### src/rtl/seg_p2s_pkg.sv
// rtl/seg_p2s_pkg.sv - shared types and frame geometry for the seven-segment serializer
package seg_p2s_pkg;

  localparam int FRAME_BITS = 64;
  localparam int DIGIT_BITS = 8;
  localparam int BIT_CNT_W  = 7;

  typedef enum logic [1:0] {
    ST_IDLE  = 2'd0,
    ST_CLEAR = 2'd1,
    ST_SHIFT = 2'd2,
    ST_LATCH = 2'd3
  } state_t;

endpackage

### src/rtl/seg_p2s_tick.sv
// rtl/seg_p2s_tick.sv - half-period divider, one-cycle tick every HALF_CYC enabled cycles
module seg_p2s_tick #(
  parameter int HALF_CYC = 2
) (
  input  logic clk,
  input  logic rst,
  input  logic en,
  output logic tick
);

  localparam int CNT_W = $clog2(HALF_CYC + 1);
  localparam logic [CNT_W-1:0] LAST = CNT_W'(HALF_CYC - 1);

  logic [CNT_W-1:0] cnt;

  // Count enabled cycles, wrapping to zero on the last cycle of each half period.
  always_ff @(posedge clk) begin
    if (rst || !en) begin
      cnt <= '0;
    end else if (cnt == LAST) begin
      cnt <= '0;
    end else begin
      cnt <= cnt + CNT_W'(1);
    end
  end

  assign tick = en && (cnt == LAST);

endmodule

### src/rtl/seg_p2s.sv
// rtl/seg_p2s.sv - 64-bit frame serializer for a shift-register segment display chain; optional SEG_P2S_AUTO_REFRESH_EN
module seg_p2s
  import seg_p2s_pkg::*;
#(
  parameter int HALF_CYC = 2
) (
  input  logic                  clk,
  input  logic                  rst,
  input  logic                  start,
  input  logic [FRAME_BITS-1:0] seg_txt,
  output logic                  seg_clk,
  output logic                  seg_dout,
  output logic                  seg_clrn,
  output logic                  seg_pen,
  output logic                  busy,
  output logic                  done
);

  localparam int NUM_DIGITS = FRAME_BITS / DIGIT_BITS;
  localparam logic [BIT_CNT_W-1:0] LAST_BIT = BIT_CNT_W'(NUM_DIGITS * DIGIT_BITS - 1);

  state_t                state_q, state_d;
  logic [FRAME_BITS-1:0] shadow_q, shadow_d;
  logic [BIT_CNT_W-1:0]  bit_cnt_q, bit_cnt_d;
  logic                  phase_q, phase_d;
  logic                  seg_clk_d, seg_dout_d, seg_clrn_d, seg_pen_d, busy_d, done_d;
  logic                  go;
  logic                  tick_en;
  logic                  tick;
  logic [5:0]            next_idx;

`ifdef SEG_P2S_AUTO_REFRESH_EN
  logic [FRAME_BITS-1:0] copy_q;

  // Remember the frame just shifted so a changed input can trigger a refresh.
  always_ff @(posedge clk) begin
    if (rst) begin
      copy_q <= '0;
    end else if (state_q == ST_LATCH) begin
      copy_q <= shadow_q;
    end
  end

  assign go = start | (seg_txt != copy_q);
`else
  assign go = start;
`endif

  assign tick_en  = (state_q == ST_CLEAR) || (state_q == ST_SHIFT);
  assign next_idx = bit_cnt_q[5:0] + 6'd1;

  seg_p2s_tick #(
    .HALF_CYC(HALF_CYC)
  ) u_tick (
    .clk (clk),
    .rst (rst),
    .en  (tick_en),
    .tick(tick)
  );

  // Next state and next registered output values; everything holds unless a rule changes it.
  always_comb begin
    state_d    = state_q;
    shadow_d   = shadow_q;
    bit_cnt_d  = bit_cnt_q;
    phase_d    = phase_q;
    seg_clk_d  = seg_clk;
    seg_dout_d = seg_dout;
    seg_clrn_d = seg_clrn;
    seg_pen_d  = seg_pen;
    busy_d     = busy;
    done_d     = 1'b0;
    case (state_q)
      ST_IDLE: begin
        seg_clrn_d = 1'b1;
        seg_clk_d  = 1'b0;
        busy_d     = 1'b0;
        if (go) begin
          shadow_d   = seg_txt;
          state_d    = ST_CLEAR;
          busy_d     = 1'b1;
          seg_pen_d  = 1'b0;
          seg_clrn_d = 1'b0;
          bit_cnt_d  = '0;
          phase_d    = 1'b0;
        end
      end
      ST_CLEAR: begin
        if (tick) begin
          state_d    = ST_SHIFT;
          seg_clrn_d = 1'b1;
          seg_clk_d  = 1'b0;
          seg_dout_d = shadow_q[0];
          bit_cnt_d  = '0;
          phase_d    = 1'b0;
        end
      end
      ST_SHIFT: begin
        if (tick) begin
          if (!phase_q) begin
            seg_clk_d = 1'b1;
            phase_d   = 1'b1;
          end else if (bit_cnt_q == LAST_BIT) begin
            seg_clk_d = 1'b0;
            state_d   = ST_LATCH;
          end else begin
            seg_clk_d  = 1'b0;
            phase_d    = 1'b0;
            bit_cnt_d  = bit_cnt_q + BIT_CNT_W'(1);
            seg_dout_d = shadow_q[next_idx];
          end
        end
      end
      ST_LATCH: begin
        seg_clk_d = 1'b0;
        seg_pen_d = 1'b1;
        done_d    = 1'b1;
        busy_d    = 1'b0;
        state_d   = ST_IDLE;
      end
      default: begin
        state_d = ST_IDLE;
      end
    endcase
  end

  // State, datapath and output registers; reset forces the chain cleared and display blanked.
  always_ff @(posedge clk) begin
    if (rst) begin
      state_q   <= ST_IDLE;
      shadow_q  <= '0;
      bit_cnt_q <= '0;
      phase_q   <= 1'b0;
      seg_clk   <= 1'b0;
      seg_dout  <= 1'b0;
      seg_clrn  <= 1'b0;
      seg_pen   <= 1'b0;
      busy      <= 1'b0;
      done      <= 1'b0;
    end else begin
      state_q   <= state_d;
      shadow_q  <= shadow_d;
      bit_cnt_q <= bit_cnt_d;
      phase_q   <= phase_d;
      seg_clk   <= seg_clk_d;
      seg_dout  <= seg_dout_d;
      seg_clrn  <= seg_clrn_d;
      seg_pen   <= seg_pen_d;
      busy      <= busy_d;
      done      <= done_d;
    end
  end

endmodule

### config.mk
export PLATFORM = sky130hd
export DESIGN_NAME = seg_p2s
export DESIGN_NICKNAME = d
export VERILOG_FILES = /design/src/rtl/seg_p2s_pkg.sv /design/src/rtl/seg_p2s_tick.sv /design/src/rtl/seg_p2s.sv
export SDC_FILE = /design/constraint.sdc
export NUM_CORES = 1
export LEC_CHECK = 0
export ABC_AREA = 1
export CAP_MARGIN = 20
export CORE_ASPECT_RATIO = 2
export CORE_MARGIN = 2
export CORE_UTILIZATION = 46
export CTS_BUF_LIST = sky130_fd_sc_hd__clkbuf_4 sky130_fd_sc_hd__clkbuf_8
export CTS_CLUSTER_SIZE = 8
export DETAILED_ROUTE_END_ITERATION = 8
export PLACE_DENSITY = 0.71
export SETUP_SLACK_MARGIN = 0.05
export SYNTH_ARGS = -nofsm -noshare
export SYNTH_HDL_FRONTEND = slang
export SYNTH_HIERARCHICAL = 1
export SYNTH_SLANG_ARGS = --single-unit
### constraint.sdc
create_clock -name clk -period 1.8 [get_ports clk]
set_input_delay 0.54 -clock clk [delete_from_list [all_inputs] [get_ports clk]]
set_output_delay 0.54 -clock clk [all_outputs]
set_load 0.005 [all_outputs]
# Word level (Yosys, flattened, before mapping)
# Index checks and enable logic that the tools add are counted.
[totals] register_bits=82 inputBits=67 out_inout_bits=6 elab_cells=80
[op_classes] n_addsub=3 magnitude_cmp=1 eq_ne=11 muxes=35 n_reduce_logical=19
[op_table] op="$mux W7" n=5
[op_table] op="$pmux W7 S3" n=1
[op_table] op="$mux W1" n=16
[op_table] op="$mux W2" n=5
[op_table] op="$ne A2 B2 Y1 const B" n=5
[op_table] op="$reduce_and A5 Y1" n=2
[op_table] op="$pmux W1 S2" n=4
[op_table] op="$pmux W2 S4" n=1
[op_table] op="$reduce_and A2 Y1" n=4
[op_table] op="$add A7 B1 Y7 const B" n=1
[op_table] op="$eq A7 B6 Y1 const B" n=1
[op_table] op="$lt A6 B7 Y1 const B" n=1
[op_table] op="$add A6 B1 Y6 const B" n=1
[op_table] op="$bmux W1 S6" n=1
[op_table] op="$pmux W1 S3" n=2
[op_table] op="$reduce_and A6 Y1" n=1
[op_table] op="$reduce_bool A2 Y1" n=3
[op_table] op="$eq A2 B1 Y1 const B" n=2
[op_table] op="$eq A2 B2 Y1 const B" n=2
[op_table] op="$reduce_and A4 Y1" n=1
[op_table] op="$reduce_or A2 Y1" n=2
[op_table] op="$reduce_bool A3 Y1" n=1
[op_table] op="$add A2 B1 Y2 const B" n=1
[op_table] op="$logic_not A2 Y1" n=1
[op_table] op="4 further kinds" n=5

# Depth between registers and ports, before layout
[depth] word_depth=7 mapped_depth=12 ltp_nobuf=12

# Modules after synthesis
# Netlist, hierarchy kept.
[by_module_without_submodules] mod="seg_p2s" instances=1 cells_per_inst=519 area_per_inst_um2=3697.3 seq_area_each_um2=1601.5
[by_module_without_submodules] mod="seg_p2s_tick" instances=1 cells_per_inst=11 area_per_inst_um2=88.8 seq_area_each_um2=40.0

# Worst setup path after synthesis
# OpenSTA, ideal clock, no wires.
[synth_path] path_type="register to register" start="register state_q[0]" end="register state_q[0]" setup_ps=74 arrival_time_ps=1558 required_ps=1726 slack_ps=168 stages_incl_launch_ff=12 n_path_buf=0 synth_period_minus_slack_ps=1632 path_cell_list="dfxtp_1 > inv_1 > ha_1 > nand2_1 > inv_1 > inv_1 > nand2_1 > inv_1 > nor2_1 > nor3b_4 > o21ai_1 > a31oi_1"
[synth_between] elab_chain_len=5 elab_cells_between_ends=13 classes_between="eq/ne (8); mux (1); reduce/logical (4)"
[synth_rtl] element="from (decl)" line_no="seg_p2s.sv:22" text="state_t state_q, state_d;"
[synth_rtl] element="from (signal assigned)" line_no="seg_p2s.sv:141" text="state_q <= state_d;"
[synth_rtl] element="$eq A2 B1 Y1 / $eq A2 B2 Y1 (equally long branches)" line_no="seg_p2s.sv:49" text="assign tick_en = (state_q == ST_CLEAR) || (state_q == ST_SHIFT);"
[synth_rtl] element="$logic_or A1 B1 Y1 (*)" line_no="seg_p2s.sv:49"
[synth_rtl] element="$logic_and A1 B1 Y1 (*)" line_no="seg_p2s_tick.sv:27" text="assign tick = en && (cnt == LAST);"
[synth_rtl] element="net tick" line_no="seg_p2s.sv:29" text="logic tick;"
[synth_rtl] element="$ne A2 B2 Y1 (no line)"
[synth_rtl] element="$reduce_and A5 Y1 (no line) (*)"
# The timed path passes the listed nets; every way through them passes the cells marked *.
# A chain may end at the register's enable or synchronous reset.

# Worst setup path in the final report
[layout_path] start="register state_q[1]" end="register state_q[0]"
[layout_between] elab_chain_len=5 elab_cells_between_ends=13 classes_between="eq/ne (8); mux (1); reduce/logical (4)"
[layout_rtl] element="$eq A2 B1 Y1 / $eq A2 B2 Y1 (equally long branches)" line_no="seg_p2s.sv:49, seg_p2s.sv:73"
[layout_rtl] element="$logic_or A1 B1 Y1" line_no="seg_p2s.sv:49"
[layout_rtl] element="$logic_and A1 B1 Y1" line_no="seg_p2s_tick.sv:27"
[layout_rtl] element="$ne A2 B2 Y1 (no line)"
[layout_rtl] element="$reduce_and A5 Y1 (no line)"
# Several ways; a longest one is shown, not always the timed one.

==> summary.md <==
| Metric | Value |
|---|---|
| Status | finished, final reports clean |
| Crit path max-delay cell type | nor2_1 |
| Cell Rows | 46 |
| Final setup margin | 9.55 ps |
| Min Hold Slack | 423 ps |
| Bufs on Longest Clock Path | 2 |
| Via Count | 3712 |
| Netlist cell types | 32 |
| Tcrit/Tclk final | 99.5% |
| Syn_nets | 603 |
| Avg Cell Area, Syn | 7.14 um2 |
| Clock-pin slew on the worst setup and hold paths | 80 ps |
| Antenna violations before repair | 0 |
| Crit path capture type | register |
| Hold Violations, Final | 0 |
| Vias/cell | 5.15 |
| CTS tree | done |
| Number of fill cells | 712 |
| Largest net degree at the start of global routing | 41 |
| Max Cap Viol | 0 |
| Reg2reg end | state_q[0]$_SDFFE_PP0P_ |
| Root Driver | clkbuf_8 |
| CTS HTree Levels | 3 |
| WS Path Type | reg2reg |
| Multi-input logic area | 1840 um2 |
| CP arrival | 2040 ps |
| Area of the core | 7940 um2 |
| Total iterations of the first detailed-routing run | 4 |
| Hold Path Class | reg2reg |
| Crit path cell chain | buf_4, ha_4, buf_4, inv_1, nor2_1, nor2_4, nor3b_4, o21ai_1, a31oi_1 |
| Die X | 68.2 um |
| Initial DRC Count | 219 |
| DRC Markers | 0 |
| CP required | 2050 ps |
| Leak | 0.00221 uW |
| Starting Density | 47.7% |
| Synthesized flop and latch total | 82 |
| Worst r2r src | state_q[1]$_SDFFE_PP0P_ |
| Most used cell, CP | buf_4 |
| Storage cell area | 1650 um2 |
| Worst Tran Pin Value | 555 ps |
| Pwr Density | 1350 nW/um2 |
| WL per Instance | 13.9 um |
| Input/output buffers | 72 |
| Antenna-violating nets left | 0 |
| Crit path time final | 1790 ps |
| I/O Pins | 73 |
| Clk_skew | 9.18 ps |
| Register-to-Register Path Depth | 9 |
| Vias in the first global route | 3618 |
| Area growth from synthesis to layout | 37.2% |
| Worst setup startpoint | state_q[1]$_SDFFE_PP0P_ |
| Final Cell Area | 5190 um2 |
| Num CTS Buffers | 9 |
| Pins Over Slew Limit | 0 |
| Final net count | 694 |
| Total GRT Usage | 23.2% |
| GRT Residual Overflow | 0 |
| Worst-skew pair later-pin latency | 370 ps |
| Kind of start point of the critical path | register |
| Die area | 9020 um2 |
| Layout cells sized above 1 | 15.5% |
| Placed Area | 4860 um2 |
| First-pass GRT wire length | 15.9 mm |
| R2r setup slk | 10 ps |
| Final setup viols | 0 |
| Post-Syn Area | 3790 um2 |
| VDD IR-drop max | 1.23 mV |
| Sequential fraction of the synthesis area | 43.4% |
| Max Fclk | 559 MHz |
| Diode count | 0 |
| Max-slew headroom | 62.9% |
| Drt total wl | 10.0 mm |
| Die height | 132 um |
| Clock sinks | 82 |
| Worst Path Max Fanout | 4 |
| Unrepaired setup endpoints after global routing | yes |
| Post-Place Worst Slack | -199 ps |
| Ys Warns | 6 |
| Tot Pwr | 7010 uW |
| Post-DP HPWL | 7.13 mm |
| Synth Instances | 530 |
| CP endpoint | state_q[0]$_SDFFE_PP0P_ |
| CP peak stage delay | 430 ps |
| GPL Wtd Cong | 0.819 |
-- cells in the final DEF (no fill, tap or decap), types with 3 or more instances in the layout --
cell type	count
a21oi_1	63
buf_12	8
buf_4	28
buf_6	3
clkbuf_8	11
clkdlybuf4s50_1	66
clkinv_2	3
dfxtp_1	76
dfxtp_2	5
dlygate4sd2_1	4
ha_4	4
inv_1	65
inv_2	6
nand2_1	76
nand2_2	3
nand3_1	51
nand3_2	6
nor2_1	39
nor2_2	3
nor2_4	3
o211ai_1	5
o21ai_0	69
o21ai_1	3
-- state kept, by name, indices dropped and copies added (netlist names), 2 cells and up --
register / cells
bit_cnt_q: 7
u_tick/cnt: 2
state_q: 2
shadow_q: 64
-- routing by layer --
metal	vias to the layer above	GRT usage, %	routed length, um
li1	1899	-	-
met1	1740	24.7	3880
met2	57	42.9	5650
met3	16	4.44	277
met4	0	8.22	223
met5	-	0	0
-- final cells by class --
class | count | area share, %
clock buffer | 12 | 3.06
clock inverter | 3 | 0.289
inverter | 73 | 5.37
multi-input combinational | 344 | 35.5
sequential | 82 | 31.8
tap | 96 | 2.31
timing repair buffer | 111 | 21.7
-- where the power goes --
| group | switching [uW] | internal (uW) |
|---|---|---|
| combinational | 1820 | 1520 |
| clock | 651 | 578 |
| sequential | 166 | 2270 |
| total | 2640 | 4370 |
-- stage by stage --
step	instances	TNS, ps	utilization (%)
final	721	0	65.4
after global routing	721	-132	65.4
after CTS	718	0	63.7
after detailed placement	703	-2550	61.2
after global placement	703	-1890	61.2
after floorplan	530	0	-
-- critical path, delay by kind of cell (launching register included) --
family	cells	cell delay (ps)
buffers and inverters	3	300
flip-flops	1	340
AO/OA/AOI/OAI	2	240
AND/OR/NAND/NOR	3	680
adder cells (fa/ha/maj)	1	120
-- repair_timing --
action	4_1_cts	5_1_grt
pin swaps	0	6
hold buffers	0	0
buffers inserted	0	3
resized for setup	11	37
setup endpoints to repair	15	12
-- how the worst min path moves through the flow --
stage	start	slack (ps)	endpoint	depth (start not counted)
after floorplan	u_tick/cnt[0]$_SDFF_PP0_	400	u_tick/cnt[0]$_SDFF_PP0_	1
after global placement	u_tick/cnt[0]$_SDFF_PP0_	400	u_tick/cnt[0]$_SDFF_PP0_	1
after detailed placement	u_tick/cnt[0]$_SDFF_PP0_	410	u_tick/cnt[0]$_SDFF_PP0_	1
after CTS	u_tick/cnt[0]$_SDFF_PP0_	430	u_tick/cnt[0]$_SDFF_PP0_	1
after global routing	u_tick/cnt[0]$_SDFF_PP0_	460	u_tick/cnt[0]$_SDFF_PP0_	1
final	u_tick/cnt[0]$_SDFF_PP0_	420	u_tick/cnt[0]$_SDFF_PP0_	1
-- cells by family after synthesis --
group	share of synthesized area [%]
and+or+nand+nor	22.0
AOI/OAI and AO/OA	20.3
buffers and inverters	11.1
DFF	43.4
adders and majority gates	1.98
xor gates and xnor gates	1.32
-- cells in the mapped netlist --
cell	n	area share [%]
buf_6	1	0.30
o211ai_1	5	0.99
dfxtp_1	82	43
a21oi_1	64	8.5
o21ai_1	2	0.26
xnor2_2	1	0.43
nor2_1	43	4.3
o21bai_2	1	0.30
xor2_1	2	0.46
o31ai_1	2	0.40
or2_1	2	0.33
nand3_1	55	7.3
xor2_2	1	0.43
nor3b_4	1	0.50
o32ai_1	1	0.23
nand4_1	1	0.17
o21ai_0	70	9.3
inv_2	1	0.099
ha_1	6	2.0
clkbuf_1	20	2.0
buf_4	3	0.59
inv_1	71	7.0
a21oi_2	1	0.23
buf_1	1	0.099
nand2_1	80	7.9
nor2_2	1	0.17
a31oi_1	1	0.17
nor2_4	1	0.30
nand3b_4	1	0.53
inv_4	1	0.17
nand3_2	2	0.53
buf_2	6	0.79
(Power assumes the default switching activity.)
